### config.mk
export PLATFORM = sky130hd
export DESIGN_NAME = multi_chan_mem_ctrl
export DESIGN_NICKNAME = d
export VERILOG_FILES = /design/src/rtl/mcmc_pkg.sv /design/src/rtl/toggle_sat_bit.sv /design/src/rtl/multi_chan_mem_ctrl.sv
export SDC_FILE = /design/constraint.sdc
export NUM_CORES = 1
export LEC_CHECK = 0
export ABC_CLOCK_PERIOD_IN_PS = 19900
export BUFFER_PORTS_ARGS = -buffer_cell sky130_fd_sc_hd__buf_2
export CAP_MARGIN = 20
export CORE_MARGIN = 2
export CORE_UTILIZATION = 65
export DETAILED_ROUTE_END_ITERATION = 10
export GPL_TIMING_DRIVEN = 0
export PLACE_DENSITY = 0.95
export SYNTH_ARGS = -nofsm -noshare
export SYNTH_HDL_FRONTEND = slang
export SYNTH_SLANG_ARGS = --single-unit
### constraint.sdc
create_clock -name clock -period 19.9 [get_ports clock]
set_clock_uncertainty 0.2 [all_clocks]
set_input_delay 0 -clock clock [delete_from_list [all_inputs] [get_ports clock]]
set_output_delay 0 -clock clock [all_outputs]
set_load 0.01 [all_outputs]
### src/rtl/mcmc_pkg.sv
// Shared widths and state constants for the multi-channel word assembler.
package mcmc_pkg;

   localparam int ST_READY = 0;

   function automatic int sw_f(input int nbeat);
      return $clog2(nbeat + 1);
   endfunction

   function automatic int cb_f(input int nch, input int nbeat);
      return nch * sw_f(nbeat);
   endfunction

endpackage

### src/rtl/toggle_sat_bit.sv
// One sticky toggle-coverage bit: sets once its signal differs from last cycle.
// Only built when MCMC_COVERAGE_EN is defined.
`ifdef MCMC_COVERAGE_EN
module toggle_sat_bit (
   input  logic i_clk,
   input  logic i_rst_n,
   input  logic i_sig,
   output logic o_cov
);

   logic r_last;
   logic r_cov;

   always_ff @(posedge i_clk or negedge i_rst_n) begin
      if (!i_rst_n) begin
         r_last <= 1'b0;
         r_cov  <= 1'b0;
      end else begin
         r_last <= i_sig;
         if (i_sig != r_last) r_cov <= 1'b1;
      end
   end

   assign o_cov = r_cov;

endmodule
`endif

### src/rtl/multi_chan_mem_ctrl.sv
// Per-channel beat assembly with round-robin word output.
// MCMC_COVERAGE_EN adds joint-state and toggle coverage.
module multi_chan_mem_ctrl
   import mcmc_pkg::*;
#(
   parameter int NCH   = 3,
   parameter int DW    = 2,
   parameter int NBEAT = 4
) (
   input  logic                         clock,
   input  logic                         reset_n,
   input  logic                         meta_reset,
   input  logic [NCH-1:0]               in_valid,
   input  logic [NCH*DW-1:0]            in_data,
   output logic [NCH-1:0]               in_ready,
   output logic                         out_valid,
   input  logic                         out_ready,
   output logic [DW*NBEAT-1:0]          out_data,
   output logic [$clog2(NCH)-1:0]       out_chan,
   output logic [NCH*(NBEAT+1)-1:0]     coverage,
   output logic [cb_f(NCH, NBEAT):0]    io_cov_sum,
   output logic                         bug
);

   localparam int OW = DW * NBEAT;
   localparam int SW = sw_f(NBEAT);
   localparam int CB = cb_f(NCH, NBEAT);
   localparam int CW = $clog2(NCH);
   localparam logic [SW-1:0] ST_RDY  = SW'(ST_READY);
   localparam logic [SW-1:0] ST_BUSY = SW'(NBEAT);

   logic [NCH*SW-1:0] w_st;
   logic [NCH*OW-1:0] w_word;
   logic [NCH-1:0]    w_busy;
   logic [CW-1:0]     r_ptr;
   logic [CW-1:0]     r_gnt;
   logic [CW-1:0]     w_rr;
   logic [CW-1:0]     w_gnt;
   logic              r_lock;
   logic              w_xfer;
   int                w_best;
   int                w_dist;

   for (genvar i = 0; i < NCH; i++) begin : g_ch
      logic [SW-1:0] r_st;
      logic [OW-1:0] r_word;
      logic [DW-1:0] w_beat;

      assign w_beat = in_data[i*DW +: DW];

      always_ff @(posedge clock or negedge reset_n) begin
         if (!reset_n) begin
            r_st   <= ST_RDY;
            r_word <= '0;
         end else if (r_st == ST_BUSY) begin
            if (w_xfer && w_gnt == CW'(i)) r_st <= ST_RDY;
         end else if (!in_valid[i]) begin
            r_st <= ST_RDY;
         end else if (r_st == ST_RDY) begin
            r_word <= OW'(w_beat);
            r_st   <= SW'(1);
         end else begin
            for (int k = 1; k < NBEAT; k++) begin
               if (r_st == SW'(k)) r_word[k*DW +: DW] <= w_beat;
            end
            r_st <= r_st + SW'(1);
         end
      end

      assign w_st[i*SW +: SW]   = r_st;
      assign w_word[i*OW +: OW] = r_word;
      assign w_busy[i]          = (r_st == ST_BUSY);
   end

   // distance 0 is the channel just above the last-served pointer
   always_comb begin
      w_rr   = '0;
      w_best = NCH;
      w_dist = 0;
      for (int j = 0; j < NCH; j++) begin
         w_dist = (j + NCH - 1 - int'(r_ptr)) % NCH;
         if (w_busy[j] && w_dist < w_best) begin
            w_best = w_dist;
            w_rr   = CW'(j);
         end
      end
   end

   assign w_gnt     = r_lock ? r_gnt : w_rr;
   assign out_valid = |w_busy;
   assign w_xfer    = out_valid & out_ready;
   assign out_chan  = out_valid ? w_gnt : '0;
   assign in_ready  = ~w_busy;
   assign bug       = &w_busy;

   always_ff @(posedge clock or negedge reset_n) begin
      if (!reset_n) begin
         r_ptr  <= CW'(NCH - 1);
         r_gnt  <= '0;
         r_lock <= 1'b0;
      end else if (w_xfer) begin
         r_ptr  <= w_gnt;
         r_lock <= 1'b0;
      end else if (out_valid) begin
         r_gnt  <= w_gnt;
         r_lock <= 1'b1;
      end
   end

   always_comb begin
      out_data = '0;
      for (int j = 0; j < NCH; j++) begin
         if (out_valid && w_gnt == CW'(j)) out_data = w_word[j*OW +: OW];
      end
   end

`ifdef MCMC_COVERAGE_EN
   // covmap and sum survive reset_n; only meta_reset clears them
   logic [CB-1:0]       r_cov_idx = '0;
   logic [(2**CB)-1:0]  r_covmap  = '0;
   logic [CB:0]         r_sum     = '0;

   always_ff @(posedge clock) begin
      r_cov_idx <= w_st;
      if (meta_reset) begin
         r_covmap <= '0;
         r_sum    <= '0;
      end else if (!r_covmap[r_cov_idx]) begin
         r_covmap[r_cov_idx] <= 1'b1;
         r_sum               <= r_sum + (CB+1)'(1);
      end
   end

   assign io_cov_sum = r_sum;

   for (genvar i = 0; i < NCH; i++) begin : g_cov
      for (genvar s = 0; s <= NBEAT; s++) begin : g_bit
         logic w_sig;
         if (s < NBEAT) begin : g_st
            assign w_sig = (w_st[i*SW +: SW] == SW'(s));
         end else begin : g_vld
            assign w_sig = in_valid[i];
         end
         toggle_sat_bit u_tog (
            .i_clk   (clock),
            .i_rst_n (reset_n),
            .i_sig   (w_sig),
            .o_cov   (coverage[i*(NBEAT+1)+s])
         );
      end
   end
`else
   logic w_unused;
   assign w_unused   = ^{meta_reset, w_st};
   assign coverage   = '0;
   assign io_cov_sum = '0;
`endif

endmodule

==> results of run 1 <==
## sequential cells by signal (all words and copies together), names as in the netlist
signal / count
g_ch.r_word: 24
g_ch.r_st: 9
r_gnt: 2
r_ptr: 2
r_lock: 1
## placed cells by master (no fill, tap or decap), drive strengths merged, types with 8 or more instances in the layout
cell,Yosys,final
nand2,74,74
conb,1,25
dlygate4sd3,0,11
dfrtp,37,37
nand3,15,15
o21ai,53,53
a211oi,9,9
buf,36,61
nor2b,25,25
inv,22,22
nor2,38,38
clkbuf,11,17
a211o,8,8
a21oi,26,26
ha,33,33
and2,12,12
o211ai,13,13
a31oi,22,22
mux2i,10,10
mux2,8,8
## final cells by class
type | count | area [um2] | area share [%]
multi-input cells | 481 | 3160 | 63.8
inverters | 23 | 86.3 | 1.74
flip-flops and latches | 38 | 952 | 19.2
clock inverters | 1 | 30.0 | 0.606
clock buffers | 6 | 82.6 | 1.67
repair buffers | 36 | 235 | 4.75
plain buffers | 47 | 305 | 6.16
well taps | 80 | 100 | 2.02
## per-layer routing
| layer | routed length (um) | share of wire [%] | up-vias |
|---|---|---|---|
| li1 | - | - | 2179 |
| met1 | 4930 | 37 | 2248 |
| met2 | 6660 | 49 | 358 |
| met3 | 1160 | 8.6 | 77 |
| met4 | 713 | 5.3 | 0 |
| met5 | 0 | 0 | - |
## cell families after synthesis
logic type | count (synthesis) | share of synthesized area [%]
muxes | 18 | 4.39
AOI/OAI and AO/OA | 192 | 31.3
DFF | 38 | 21.6
buffers and inverters | 70 | 8.87
other | 1 | 0.0849
and+or+nand+nor | 211 | 24.1
adders and majority gates | 33 | 9.35
xor gates and xnor gates | 2 | 0.397
## worst max-delay path by stage
stage	startpoint	to	slack, ns	cells after the start
floorplan	r_ptr[0]$_DFFE_PN0P_	out_data[0]	12.37	35
global placement	r_ptr[0]$_DFFE_PN0P_	out_data[6]	11.17	35
detailed placement	r_ptr[0]$_DFFE_PN0P_	out_data[6]	11.10	37
CTS	r_ptr[0]$_DFFE_PN0P_	out_data[0]	10.65	36
global route	r_ptr[0]$_DFFE_PN0P_	out_data[6]	9.68	36
finish	r_ptr[0]$_DFFE_PN0P_	out_data[0]	10.30	35
## synth_stat cells, types with 4 or more instances
library cell,instances,area [um2]
nand2_1,73,274
o21ai_0,42,210
dfrtp_1,37,926
nor2_1,37,139
ha_1,33,413
a21oi_1,26,130
buf_4,26,195
nor2b_1,25,156
inv_1,22,82.6
a31oi_1,21,131
nand3_1,15,75.1
and2_1,12,75.1
o211ai_1,12,90.1
clkbuf_1,11,41.3
mux2i_1,10,100
o21ai_1,10,50.1
a211o_1,8,70.1
a211oi_1,7,52.6
and3_1,7,43.8
buf_2,7,35.0
mux2_2,7,78.8
nor3_1,7,35.0
a21o_1,6,45.0
nand2b_1,6,37.5
o221ai_1,5,43.8
o22ai_1,5,31.3
and4b_1,4,40.0
nand4_1,4,25.0
o21a_1,4,30.0
## per-stage QoR
| step | worst slack (ns) | hold WS (ns) | area (um2) |
|---|---|---|---|
| 6_report | 10.30 | 0.169 | 4950 |
| 3_5_place_dp | 11.10 | -0.0601 | 4730 |
| 3_3_place_gp | 11.17 | -0.0676 | 4730 |
| 2_1_floorplan | 12.37 | -0.496 | 4510 |
| 5_1_grt | 9.68 | 0.253 | 4950 |
| 4_1_cts | 10.65 | 0.168 | 4950 |
==> results.txt, run 1 <==
I/O Pins - 53
Vias - 4862
# Max-Cap Violations - 0
Largest net degree at the start of global routing - 39
H-tree Lvls - 2
Total track usage - 36.5%
Antenna cells - 0
Fin nets - 678
Die area - 7470 um2
Final setup fails - 0
Die Y - 86.4 um
# Post-CTS Setup Buffers - 0
Core area - 6680 um2
Reg2Reg Depth - 33
Post-synth EDFFs - 0
TritonCTS clock tree - done
Post-synthesis cell count - 565
Total CTS buffers - 5
Setup tns final - 0 ns
Final Non-Filler Cells - 712
Placed cell count - 694
Root Driver - clkbuf_8
Bufs and invs on worst path - 6
Gr ovfl total - 0
Antenna violations before repair - 0
Worst skew pair latency - 0.30 ns
Dpl hpwl - 9610 um
Post-DRT Antenna Nets - 0
Tightest Pin Transition - 0.868 ns
First-pass GRT wire length - 22100 um
Fin crit share - 48.3%
Vias per cell - 6.83
M3 GR Usage - 4.10%
Async set-reset flop share out of synthesis - 100%
RSZ-0062 raised after global routing - no
Share of cells above drive strength 1 - 15.3%
Required time worst endpoint - 19.70 ns
DIE WIDTH - 86.4 um
CTS Buffer Depth - 2
Avg WL per Cell - 18.9 um
FF-to-FF Start - r_ptr[0]$_DFFE_PN0P_
CTS resizes - 0
Synth-to-layout area growth - 12.2%
FP Rows - 30
#FFs+latches synth - 38
GRT met2 Usage - 65.5%
CP Launch Type - flop
Yosys cell types - 82
First-pass detailed-route iteration total - 5
TritonCTS Sinks - 38
GR peak layer - met2
Crit Path Max Fanout - 10
Ys Warns - 0
Vias in the first global route - 4681
Fillers - 481
Drt total wl - 13500 um
Hold Buf Count CTS - 11
Effective utilization at floorplan - 66.1%
Final Critical Period - 9.60 ns
Worst-path clk slew - 0.08 ns
Port buffer count - 25
Delay-heaviest family, CP - compound AO/OA/AOI/OAI gates
Slew margin rel. - 42.1%
DR DRC count - 0
Slew Limit Fails - 0
Fmax - 0.104 GHz
Final core utilization - 74.1%
Gpl congestion - 0.998
Worst reg2reg endpoint - g_ch[1].r_st[2]$_DFFE_PN0P_
Syn_area_per_cell - 7.82 um2
CP endpoint kind - primary output
Final Hold Vio Count - 0
Outcome - finished clean
CP arrival - 9.40 ns
Post-Syn Area - 4420 um2
Sequential fraction of the synthesis area - 21.6%
Slowest Stage Delay on Critical Path - 0.56 ns
WS Path Type - reg2out
HP Class - in2async
Met1 usage - 43.0%
Initial DRC count - 502
Top FF cell, synth - dfrtp_1
Max stage delay cell, worst path - o41ai_4
Reg2reg setup slack - 10.83 ns
Power of run 1 is not shown: default switching activity piles up to over one toggle a cycle in this logic, so the estimate is an artifact.
==> inputs of run 2 (changes only) <==
--- a/config.mk
+++ b/config.mk
@@ -5,14 +5,14 @@
 export SDC_FILE = /design/constraint.sdc
 export NUM_CORES = 1
 export LEC_CHECK = 0
-export ABC_CLOCK_PERIOD_IN_PS = 19900
+export ABC_CLOCK_PERIOD_IN_PS = 9100
 export BUFFER_PORTS_ARGS = -buffer_cell sky130_fd_sc_hd__buf_2
 export CAP_MARGIN = 20
 export CORE_MARGIN = 2
-export CORE_UTILIZATION = 65
+export CORE_UTILIZATION = 60
 export DETAILED_ROUTE_END_ITERATION = 10
 export GPL_TIMING_DRIVEN = 0
-export PLACE_DENSITY = 0.95
+export PLACE_DENSITY = 0.93
 export SYNTH_ARGS = -nofsm -noshare
 export SYNTH_HDL_FRONTEND = slang
 export SYNTH_SLANG_ARGS = --single-unit
==> constraint.sdc (replaced) <==
create_clock -name clock -period 9.1 [get_ports clock]
set_clock_uncertainty 0.2 [all_clocks]
set_input_delay 0 -clock clock [delete_from_list [all_inputs] [get_ports clock]]
set_output_delay 0 -clock clock [all_outputs]
set_load 0.01 [all_outputs]
==> results.txt, run 2 (synthesized netlist as in run 1, its figures left out) <==
Outcome - finished clean
Fin crit share - 97.4%
TritonCTS clock tree - done
Effective utilization at floorplan - 61.5%
CTS Buffer Depth - 2
Slew margin rel. - 42.5%
Fin nets - 689
Slew Limit Fails - 0
Port buffer count - 25
I/O Pins - 53
Total track usage - 33.8%
Final Critical Period - 8.87 ns
# Max-Cap Violations - 0
WS Path Type - reg2out
Most common cell after layout, fill and taps aside - nand2_1
DIE WIDTH - 89.8 um
Largest net degree at the start of global routing - 39
Total CTS buffers - 5
Most numerous cell on the critical path - ha_1
Synth-to-layout area growth - 16.8%
Tightest Pin Transition - 0.862 ns
CP Launch Type - flop
Post-route cell area - 5160 um2
Max stage delay cell, worst path - o41ai_4
Core area - 7180 um2
Required time worst endpoint - 8.90 ns
Gr ovfl total - 0
Fmax - 0.113 GHz
Reg2reg setup slack - 0.67 ns
CP arrival - 8.67 ns
Gpl congestion - 0.940
First-pass GRT wire length - 22800 um
TritonCTS Sinks - 38
Antenna cells - 0
Post-DRT Antenna Nets - 0
Final core utilization - 71.9%
H-tree Lvls - 2
Vias - 5015
Final Hold Vio Count - 0
Die Y - 89.8 um
CP endpoint kind - primary output
Antenna violations before repair - 0
HP Class - in2async
Avg WL per Cell - 19.7 um
Max reg flops - 24
Worst-path clk slew - 0.08 ns
Die area - 8060 um2
FP Rows - 31
Initial DRC count - 458
Worst skew pair latency - 0.30 ns
Largest Register - g_ch.r_word
Drt total wl - 14600 um
Dpl hpwl - 9700 um
Root Driver - clkbuf_8
Vias per cell - 6.75
Largest registers - g_ch.r_word x24, g_ch.r_st x9
Crit Path Max Fanout - 10
Placed cell area - 4750 um2
Share of cells above drive strength 1 - 18.9%
Slowest Stage Delay on Critical Path - 0.58 ns
Vias in the first global route - 4735
DR DRC count - 0
Most frequent cells in the layout - 73 x nand2_1, 42 x o21ai_0, 36 x nor2_1, 36 x buf_4, 36 x dfrtp_1
First-pass detailed-route iteration total - 5
Final setup fails - 0
## run 2: cell types whose count changed in the layout (fill, tap and decap cells not counted), sizes merged
cell    previous run  this run
buf               61        70
bufinv             1         2
clkbuf            17        18
nor2              38        39
## run 2: worst max-delay path, delay by kind of cell (launching register included)
kind            cells  cell delay, ns
flops               1            0.45
fa+ha+maj           3            0.69
mux                 1            0.30
buf+inv             8            1.39
simple gates        7            1.45
compound gates     15            4.06
## run 2: path summary, 6_finish.rpt
path                                          startpoint                             to  cells past startpoint
max                                 r_ptr[0]$_DFFE_PN0P_                    out_data[4]                     34
min                                              reset_n  g_ch[2].r_word[4]$_DFFE_PN0P_                      2
max reg2reg                         r_ptr[0]$_DFFE_PN0P_    g_ch[0].r_st[0]$_DFFE_PN0P_                     34
min reg2reg                g_ch[1].r_word[6]$_DFFE_PN0P_  g_ch[1].r_word[6]$_DFFE_PN0P_                      2
max in group asynchronous                        reset_n           r_ptr[0]$_DFFE_PN0P_                      2
min in group clock         g_ch[1].r_word[6]$_DFFE_PN0P_  g_ch[1].r_word[6]$_DFFE_PN0P_                      2
## run 2: per-stage QoR
step | hold slack, ns | setup slack, ns | std cells | TNS (ns)
floorplan | -0.496 | 1.57 | 589 | 0
global placement | -0.0690 | 0.304 | 713 | 0
detailed placement | -0.0641 | 0.113 | 713 | 0
CTS | 0.159 | 0.00361 | 732 | 0
global route | 0.228 | -0.0730 | 743 | -0.267
finish | 0.160 | 0.233 | 743 | 0
## run 2: cell type report
cell class                      count  area, um2
Clock buffer                        6       82.6
Tap cell                           99        124
Inverter                           23       86.3
Sequential cell                    38        953
Buffer                             47        313
Clock inverter                      2       60.1
Multi-Input combinational cell    482       3230
Fill cell                         528       2020
Timing Repair Buffer               46        310
## run 2: repair_timing
action	in CTS	in global routing
pin swaps	0	6
buffers inserted	0	9
hold buffers	11	0
resized for setup	2	19
hold endpoints to repair	72	0
gates cloned	0	2
setup endpoints to repair	8	23
## run 2: layer usage
layer | GRT usage, % | vias to the layer above | share of wire [%] | wire, um
met2 | 60.5 | 380 | 49 | 7230
met5 | 0 | - | 0 | 0
met1 | 38.6 | 2348 | 36 | 5270
met4 | 19.5 | 0 | 5.4 | 789
met3 | 4.61 | 86 | 9.2 | 1340
li1 | - | 2201 | - | -
Power of run 2 is left out for the same reason.
